**config.mk**
```make
export PLATFORM = sky130hd
export DESIGN_NAME = branch_execute
export DESIGN_NICKNAME = d
export VERILOG_FILES = /design/src/rtl/branch_pkg.sv /design/src/rtl/branch_compare.sv /design/src/rtl/branch_execute.sv
export SDC_FILE = /design/constraint.sdc
export NUM_CORES = 1
export LEC_CHECK = 0
export CAP_MARGIN = 20
export CORE_ASPECT_RATIO = 0.8
export CORE_UTILIZATION = 37
export DETAILED_ROUTE_END_ITERATION = 7
export PLACE_DENSITY = 0.73
export SYNTH_ARGS = -nofsm -noshare
export SYNTH_HDL_FRONTEND = slang
export SYNTH_SLANG_ARGS = --single-unit
export TNS_END_PERCENT = 20
```
**constraint.sdc**
```tcl
create_clock -name clk -period 2.5 [get_ports clk]
set_input_delay 0.75 -clock clk [delete_from_list [all_inputs] [get_ports clk]]
set_output_delay 0.75 -clock clk [all_outputs]
set_load 0.02 [all_outputs]
```
**src/rtl/branch_pkg.sv**
```systemverilog
// Shared constants and enums for the branch execute unit.
package branch_pkg;

  localparam int XLEN  = 32;
  localparam int IMM_W = 22;
  localparam int CNT_W = 16;

  typedef enum logic [1:0] {
    BR_EQ = 2'b00,
    BR_NE = 2'b01,
    BR_LT = 2'b10,
    BR_GE = 2'b11
  } br_op_e;

  typedef enum logic {
    RUN   = 1'b0,
    REDIR = 1'b1
  } br_state_e;

endpackage

```
**src/rtl/branch_compare.sv**
```systemverilog
// Conditional-branch comparator: decides whether rs1 vs rs2 satisfies op.
module branch_compare
  import branch_pkg::*;
(
  input  logic [XLEN-1:0] a,
  input  logic [XLEN-1:0] b,
  input  br_op_e          op,
  input  logic            zero_ext,
  output logic            taken
);

  // Equality ignores zero_ext; ordering picks unsigned or signed by zero_ext.
  always_comb begin
    taken = 1'b0;
    case (op)
      BR_EQ:   taken = (a == b);
      BR_NE:   taken = (a != b);
      BR_LT:   taken = zero_ext ? (a < b) : ($signed(a) < $signed(b));
      BR_GE:   taken = zero_ext ? (a >= b) : ($signed(a) >= $signed(b));
      default: taken = 1'b0;
    endcase
  end

endmodule

```
**src/rtl/branch_execute.sv**
```systemverilog
// Branch execute stage: resolves branches/jumps, emits link writeback and
// holds a redirect request until the fetch side acknowledges it.
module branch_execute
  import branch_pkg::*;
(
  input  logic             clk,
  input  logic             rst_n,
  input  logic             in_valid,
  output logic             in_ready,
  input  logic             is_nop,
  input  logic             is_jmp,
  input  logic             is_imm_type,
  input  logic             zero_ext,
  input  logic [1:0]       op,
  input  logic [4:0]       rd,
  input  logic [IMM_W-1:0] imm,
  input  logic [XLEN-1:0]  pc,
  input  logic [XLEN-1:0]  rs1_val,
  input  logic [XLEN-1:0]  rs2_val,
  output logic             out_valid,
  input  logic             out_ready,
  output logic             wb_en,
  output logic [4:0]       wb_rd,
  output logic [XLEN-1:0]  wb_data,
  output logic             redirect_valid,
  output logic [XLEN-1:0]  redirect_pc,
  input  logic             redirect_ack,
  output logic             flush,
  output logic [CNT_W-1:0] taken_cnt
);

  br_state_e        state_q, state_d;
  logic             ready_en_q;
  logic             out_valid_q, out_valid_d;
  logic             wb_en_q, wb_en_d;
  logic [4:0]       wb_rd_q, wb_rd_d;
  logic [XLEN-1:0]  wb_data_q, wb_data_d;
  logic             redir_valid_q, redir_valid_d;
  logic [XLEN-1:0]  redir_pc_q, redir_pc_d;
  logic             flush_q, flush_d;
  logic [CNT_W-1:0] taken_cnt_q, taken_cnt_d;

  logic             cond_taken;
  logic             taken;
  logic             issue;
  logic [XLEN-1:0]  br_target;
  logic [XLEN-1:0]  jal_target;
  logic [XLEN-1:0]  jalr_sum;
  logic [XLEN-1:0]  target;
  logic             unused_imm;

  branch_compare u_compare (
    .a        (rs1_val),
    .b        (rs2_val),
    .op       (br_op_e'(op)),
    .zero_ext (zero_ext),
    .taken    (cond_taken)
  );

  // ready_en_q keeps in_ready low until the first edge after reset release.
  assign in_ready   = ready_en_q && (state_q == RUN) && (!out_valid_q || out_ready);
  assign issue      = in_valid && in_ready && !is_nop;
  assign unused_imm = ^imm[IMM_W-1:20];

  // Target address and taken decision for the instruction on the inputs.
  always_comb begin
    br_target  = pc + {{(XLEN-13){imm[11]}}, imm[11:0], 1'b0};
    jal_target = pc + {{(XLEN-21){imm[19]}}, imm[19:0], 1'b0};
    jalr_sum   = rs1_val + {{(XLEN-12){imm[11]}}, imm[11:0]};
    target     = br_target;
    taken      = cond_taken;
    if (is_jmp) begin
      taken  = 1'b1;
      target = is_imm_type ? {jalr_sum[XLEN-1:1], 1'b0} : jal_target;
    end
  end

  // Next-state for the result register, redirect FSM and taken counter.
  always_comb begin
    state_d       = state_q;
    out_valid_d   = out_valid_q;
    wb_en_d       = wb_en_q;
    wb_rd_d       = wb_rd_q;
    wb_data_d     = wb_data_q;
    redir_valid_d = redir_valid_q;
    redir_pc_d    = redir_pc_q;
    flush_d       = 1'b0;
    taken_cnt_d   = taken_cnt_q;

    if (out_valid_q && out_ready) begin
      out_valid_d = 1'b0;
    end
    if (issue) begin
      out_valid_d = 1'b1;
      wb_en_d     = is_jmp && (rd != 5'd0);
      wb_rd_d     = rd;
      wb_data_d   = pc + 32'd4;
    end

    case (state_q)
      RUN: begin
        if (issue && taken) begin
          redir_valid_d = 1'b1;
          redir_pc_d    = target;
          state_d       = REDIR;
          if (taken_cnt_q != {CNT_W{1'b1}}) begin
            taken_cnt_d = taken_cnt_q + 16'd1;
          end
        end
      end
      REDIR: begin
        if (redirect_ack) begin
          redir_valid_d = 1'b0;
          flush_d       = 1'b1;
          state_d       = RUN;
        end
      end
      default: state_d = RUN;
    endcase
  end

  // State registers; reset drops any pending result or redirect silently.
  always_ff @(posedge clk or negedge rst_n) begin
    if (!rst_n) begin
      state_q       <= RUN;
      ready_en_q    <= 1'b0;
      out_valid_q   <= 1'b0;
      wb_en_q       <= 1'b0;
      wb_rd_q       <= 5'd0;
      wb_data_q     <= '0;
      redir_valid_q <= 1'b0;
      redir_pc_q    <= '0;
      flush_q       <= 1'b0;
      taken_cnt_q   <= '0;
    end else begin
      state_q       <= state_d;
      ready_en_q    <= 1'b1;
      out_valid_q   <= out_valid_d;
      wb_en_q       <= wb_en_d;
      wb_rd_q       <= wb_rd_d;
      wb_data_q     <= wb_data_d;
      redir_valid_q <= redir_valid_d;
      redir_pc_q    <= redir_pc_d;
      flush_q       <= flush_d;
      taken_cnt_q   <= taken_cnt_d;
    end
  end

  assign out_valid      = out_valid_q;
  assign wb_en          = wb_en_q;
  assign wb_rd          = wb_rd_q;
  assign wb_data        = wb_data_q;
  assign redirect_valid = redir_valid_q;
  assign redirect_pc    = redir_pc_q;
  assign flush          = flush_q;
  assign taken_cnt      = taken_cnt_q;

endmodule
```
==> results.tsv, run 1 <==
stage	metric	value	unit
run_status	outcome	complete, but fails checks	
run_status	failed_checks	design-rule violations, negative setup slack	
sta	finalCritPeriodShare	1.28	
global_route	grt_max_degree	92	
die	ios	224	
cells_and_area	final_util	0.666	
sta	grt_setup_unrepaired	yes	
cells_and_area	areaGrowthSynthToFinish	75.0	%
synthesis	synth_warnings	0	
power	p_seq_frac	0.269	
die	core	24600	um^2
setup_path	critPathMaxFanout	8	
sta	hold_violations	0	
synthesis	synth_ff_type	dfrtp_1	
drt	dr.pass1.iters	7	
placed_design	dp_hpwl	27700	um
die	fp.dieH	144	um
die	die_width	180	um
global_route	overflow	0	
sta	relSlewSlack	0.661	
power	worst_ir_drop_vdd	0.288	mV
die	rows	51	
cells_and_area	layout.nets	1991	
sta	slew_violations	0	
synthesis	synth_edf_count	0	
drt	drtAntennaViolNets	0	
clock_tree	numClockSinks	91	
cells_and_area	stdcell_count	2070	
drt	wirelength	36700	um
placed_design	globalplace.congestion	0.936	
power	p_int	4.81	mW
placed_design	post-place-ws	-1500	ps
drt	wire_per_inst	17.7	um
power	comb_power_share	0.562	
clock_tree	cts_hold_buffers	0	
global_route	grt_pass1_wl	56400	um
placed_design	dp.cells	2011	
clock_tree	clkTransAtPathRegs	70	ps
sta	fin_tns_setup	-29290	ps
clock_tree	numCtsBuffers	9	
sta	max_slew.worst_pin.slew	508	ps
synthesis	syn_avg_cell_area	8.01	um^2
power	p_sw	3.12	mW
power	p_clk_frac	0.169	
synthesis	synth_area	9370	um^2
setup_path	end_kind	flop	
placed_design	portBuffers	221	
clock_tree	htreeDepth	3	
synthesis	syn-num-nets	1419	
clock_tree	clockBufferDepth	2	
clock_tree	cts_tree	yes	
global_route	antenna_found_initial	2	
synthesis	synth-seq-cells	91	
sta	setup_violations	51	
sta	period_minus_slack	3190	ps
min_path	hold_class	input pin to asynchronous set/reset pin	
drt	drc_errors	30	
cells_and_area	drive_above_1_share	0.400	
job	drv_cap	0	
synthesis	ys_types	73	
setup_path	critPathKind	input pin to flop	
global_route	grt_pass1_vias	10900	
power	p_leak	7.58	nW
power	sw_frac_of_total	0.394	
setup_path	arrival	3450	ps
power	power_density	483	nW/um^2
setup_path	critPathLaunchType	input pin	
power	totalPowerFinal	7.93	mW
die	dieArea	26000	um^2
sta	fin_ws	-690	ps
setup_path	worst_ep_required_time	2750	ps
sta	max_freq	0.313	GHz
clock_tree	cts-root-buf	clkbuf_16	
global_route	grtUsageTotal	0.274	
drt	vias	11300	
drt	vias_per_cell	5.46	
die	initial_core_util	0.381	
synthesis	yosysSeqAreaShare	0.243	
sta	fin_skew	10.3	ps
synthesis	synthCells	1171	
synthesis	async_flop_share	1.00	
clock_tree	clkLatencyLatePin	360	ps
drt	drt_iter0_drc	1016	
## kinds of logic (layout without fill, tap and decap cells)
family          count (synthesis)  after routing  share of synthesized area
compound gates                368            368                      0.255
xor+xnor                       93             93                     0.0869
fa+ha+maj                     114            114                      0.154
buf+inv                       100            676                     0.0424
flops                          91             91                      0.243
mux                            13             13                     0.0149
other cells                     1              5                   0.000400
simple gates                  391            392                      0.204
## timing repair
action,CTS,global route
gates cloned,5,0
setup endpoints to repair,63,60
pin swaps,73,57
gates resized for setup,422,169
buffers inserted,19,17
## layout make-up
cell class	count	area [um^2]
repair buffers	590	4980
clock buffers	12	256
multi-input cells	981	8180
inverters	70	280
clock inverters	4	25.0
diodes	4	10.0
flip-flops and latches	91	2280
well taps	318	398
fillers	1986	8220
## state kept, by name, summed over array words and instances, names as in the netlist
| register | count |
|---|---|
| state_q | 1 |
| taken_cnt | 16 |
| out_valid | 1 |
| ready_en_q | 1 |
| redirect_valid | 1 |
| redirect_pc | 32 |
| wb_rd | 5 |
| flush | 1 |
| wb_data | 32 |
| wb_en | 1 |
## worst max-delay path: stages
cell and delay [ps]:
buf_6 100, ha_4 230, and4_1 210, a221o_1 390
a2111oi_4 430, buf_4 190, nand3_2 60, a41oi_2 260
buf_4 160, nor2_4 40, buf_12 140, buf_12 120
buf_16 130, a31o_4 210
## per-layer routing
metal	share of wire	routed length (um)	up-vias	global-route usage
met4	0.020	743	0	0.0862
met1	0.46	16800	5352	0.376
met2	0.45	16300	456	0.433
li1	-	-	5442	-
met3	0.076	2780	52	0.0526
met5	0	0	-	0
## placed cells by master, fill, tap and decap left out, types with 16 or more instances in the layout
master / netlist / routed
ha_4: 0 / 52
a21o_1: 42 / 42
buf_2: 6 / 25
nor3_1: 19 / 17
inv_2: 0 / 26
dlygate4sd2_1: 0 / 21
o21ai_0: 91 / 59
buf_6: 2 / 24
a21oi_1: 91 / 71
xor2_1: 30 / 30
xnor2_1: 63 / 60
o21ai_1: 4 / 20
a31oi_1: 21 / 17
inv_1: 69 / 40
o21a_1: 17 / 16
clkdlybuf4s50_1: 0 / 118
ha_1: 112 / 57
nand3_1: 49 / 41
clkbuf_2: 0 / 24
dfrtp_1: 91 / 91
and3_1: 33 / 31
nand4_1: 22 / 22
nand2_1: 130 / 116
buf_4: 0 / 346
nor2_1: 66 / 49
## Yosys cell counts (10+ instances only)
cell type  count  area, um^2
o21a_1        17         128
dfrtp_1       91        2280
o21ai_0       91         455
xnor2_1       63         552
xor2_1        30         263
inv_1         69         259
nand2_1      130         488
nor2b_1       11        68.8
nand2b_1      13        81.3
and3_1        33         206
nor3_1        19        95.1
nand4_1       22         138
or3_1         10        62.6
a211oi_1      15         113
a21oi_1       91         455
clkbuf_1      22        82.6
a21o_1        42         315
nor2_1        66         248
nand3_1       49         245
ha_1         112        1400
a31oi_1       21         131
## through the flow
| stage | hold WS, ps | cell area (um^2) |
|---|---|---|
| finish | 423 | 16400 |
| global placement | 459 | 14600 |
| CTS | 454 | 15900 |
| global route | 481 | 16400 |
| detailed placement | 464 | 14600 |
| floorplan | 454 | 9610 |
## final timing paths
check                                        to  slack [ps]  cells past startpoint        start
worst max-delay path            redirect_pc[20]        -690                     14  rs1_val[23]
worst min-delay path               taken_cnt[3]         420                      2        rst_n
worst max register to register    taken_cnt[12]         170                     11    out_valid
worst min register to register      wb_data[25]         480                      2  wb_data[25]
max in group asynchronous       redirect_pc[10]        1690                      2        rst_n
min in group clk                    wb_data[25]         480                      2  wb_data[25]
## power by group through the flow
stage                     registers, mW  logic (mW)  clock network [mW]
after global placement             2.12        3.85                   0
after floorplan                    2.50        1.47                   0
after global routing               2.17        4.78                1.42
after CTS                          2.11        4.19                1.36
final                              2.13        4.46                1.34
after detailed placement           2.12        3.93                   0
Note: power is estimated with default switching activity, not from simulation.
==> inputs of run 2 (changes only) <==
Settings changed: SKIP_CTS_REPAIR_TIMING from default to 1.
==> run 2 against run 1 <==
Compared with the run above:
- the flow still finishes with violations (design-rule violations, negative setup slack)
- clock-buffer cell count did not move
- non-clock buffer count fell by 22
- worst setup slack got worse by 40 ps
- clock skew fell by 1.9 ps
- critical endpoint is now taken_cnt[12]
- largest power group unchanged
==> results.tsv, run 2 (synthesis results as in run 1) <==
stage	metric	value	unit
placed_design	portBuffers	221	
clock_tree	clkTransAtPathRegs	70	ps
placed_design	dpl_cell_area	14600	um^2
cells_and_area	finalInstanceArea	16000	um^2
cells_and_area	drive_above_1_share	0.329	
clock_tree	clkLatencyLatePin	370	ps
sta	fin_skew	8.39	ps
placed_design	dp.cells	2011	
cells_and_area	mostFrequentLayoutCells	337 x buf_4, 125 x clkdlybuf4s50_1, 120 x nand2_1	
min_path	hold_class	input pin to asynchronous set/reset pin	
placed_design	globalplace.congestion	0.936	
cells_and_area	filler_cell_count	2010	
drt	vias_per_cell	5.39	
setup_path	critPathLaunchType	input pin	
sta	finalCritPeriodShare	1.29	
die	ios	224	
drt	dr.pass1.iters	8	
sta	slew_violations	0	
drt	wire_per_inst	17.2	um
drt	drt_iter0_drc	972	
clock_tree	clockBufferDepth	2	
die	fp.dieH	144	um
die	die_width	180	um
cells_and_area	final_common_cell	buf_4	
sta	hold_violations	0	
cells_and_area	regArea	2280	um^2
global_route	antenna_found_initial	1	
clock_tree	cts_tree	yes	
setup_path	worst_ep_required_time	2750	ps
power	totalPowerFinal	7.73	mW
clock_tree	numCtsBuffers	9	
global_route	grt_pass1_vias	10400	
die	core	24600	um^2
placed_design	dp_hpwl	27700	um
sta	fin_ws	-731	ps
cells_and_area	multiInputGateArea	7700	um^2
job	drv_cap	0	
global_route	grt_max_degree	92	
cells_and_area	layout.nets	1969	
clock_tree	numClockSinks	91	
sta	relSlewSlack	0.659	
sta	setup_violations	51	
drt	drtAntennaViolNets	0	
setup_path	critPathKind	input pin to flop	
run_status	failed_checks	design-rule violations, negative setup slack	
sta	grt_setup_unrepaired	yes	
setup_path	end_kind	flop	
sta	max_freq	0.310	GHz
setup_path	critPathMaxFanout	8	
power	power_density	482	nW/um^2
power	worst_ir_drop_vdd	0.289	mV
drt	drc_errors	30	
power	p_leak	7.96	nW
cells_and_area	areaGrowthSynthToFinish	71.0	%
sta	period_minus_slack	3230	ps
global_route	grtUsageTotal	0.256	
global_route	grt_pass1_wl	53000	um
global_route	overflow	0	
setup_path	arrival	3480	ps
cells_and_area	stdcell_count	2045	
run_status	outcome	complete, but fails checks	
clock_tree	cts-root-buf	clkbuf_16	
die	rows	51	
sta	max_slew.worst_pin.slew	503	ps
die	initial_core_util	0.381	
drt	vias	11000	
drt	wirelength	35300	um
die	dieArea	26000	um^2
clock_tree	htreeDepth	3	
run 2: final cells by class:
cell class | count | share of cell area
Clock buffer | 12 | 0.0160
Clock inverter | 4 | 0.00156
Tap cell | 318 | 0.0248
Antenna cell | 1 | 0.000156
Timing Repair Buffer | 568 | 0.318
Multi-Input combinational cell | 981 | 0.480
Inverter | 70 | 0.0175
Sequential cell | 91 | 0.142
run 2: layer usage:
metal	up-vias	share of wire	GRT usage
li1	5389	-	-
met4	0	0.015	0.0581
met3	39	0.071	0.0468
met2	400	0.44	0.403
met5	-	0	0
met1	5202	0.47	0.361
run 2: through the flow:
step / utilization / TNS [ps] / hold slack, ps / setup WS [ps]
floorplan: - / -24730 / 454 / -578
global placement: 0.594 / -72650 / 459 / -1410
detailed placement: 0.594 / -77090 / 464 / -1500
CTS: 0.606 / -53410 / 454 / -1110
global route: 0.651 / -35190 / 484 / -811
finish: 0.651 / -30750 / 428 / -731
run 2: path summary, 6_finish.rpt:
path / from / end / slack, ps / cells after the start
setup reg to reg: out_valid / taken_cnt[12] / 210 / 11
hold reg to reg: wb_data[25] / wb_data[25] / 480 / 2
min in group clk: wb_data[25] / wb_data[25] / 480 / 2
max in group asynchronous: rst_n / redirect_pc[16] / 1690 / 2
setup / recovery: rs1_val[23] / taken_cnt[12] / -730 / 12
hold / removal: rst_n / taken_cnt[3] / 430 / 2
run 2: where the power goes:
part	total (mW)	switching [mW]	internal (mW)
sequential	2.13	0.300	1.83
combinational	4.26	2.10	2.16
clock	1.34	0.613	0.726
run 2: worst max-delay path, stage by stage:
cell            delay (ps)
dlymetal6s2s_1         160
ha_4                   230
and4_1                 210
a221o_1                360
a2111oi_4              470
a21o_1                 200
a41oi_2                150
buf_4                  170
nor2_4                 160
buf_12                 160
nand4_1                120
mux2_4                 340
==> inputs of run 3 (changes only) <==
Settings changed: GPL_ROUTABILITY_DRIVEN from default to 1.
==> results of run 3 <==
The final DEF is identical to that of run 2; final timing and power are the same.
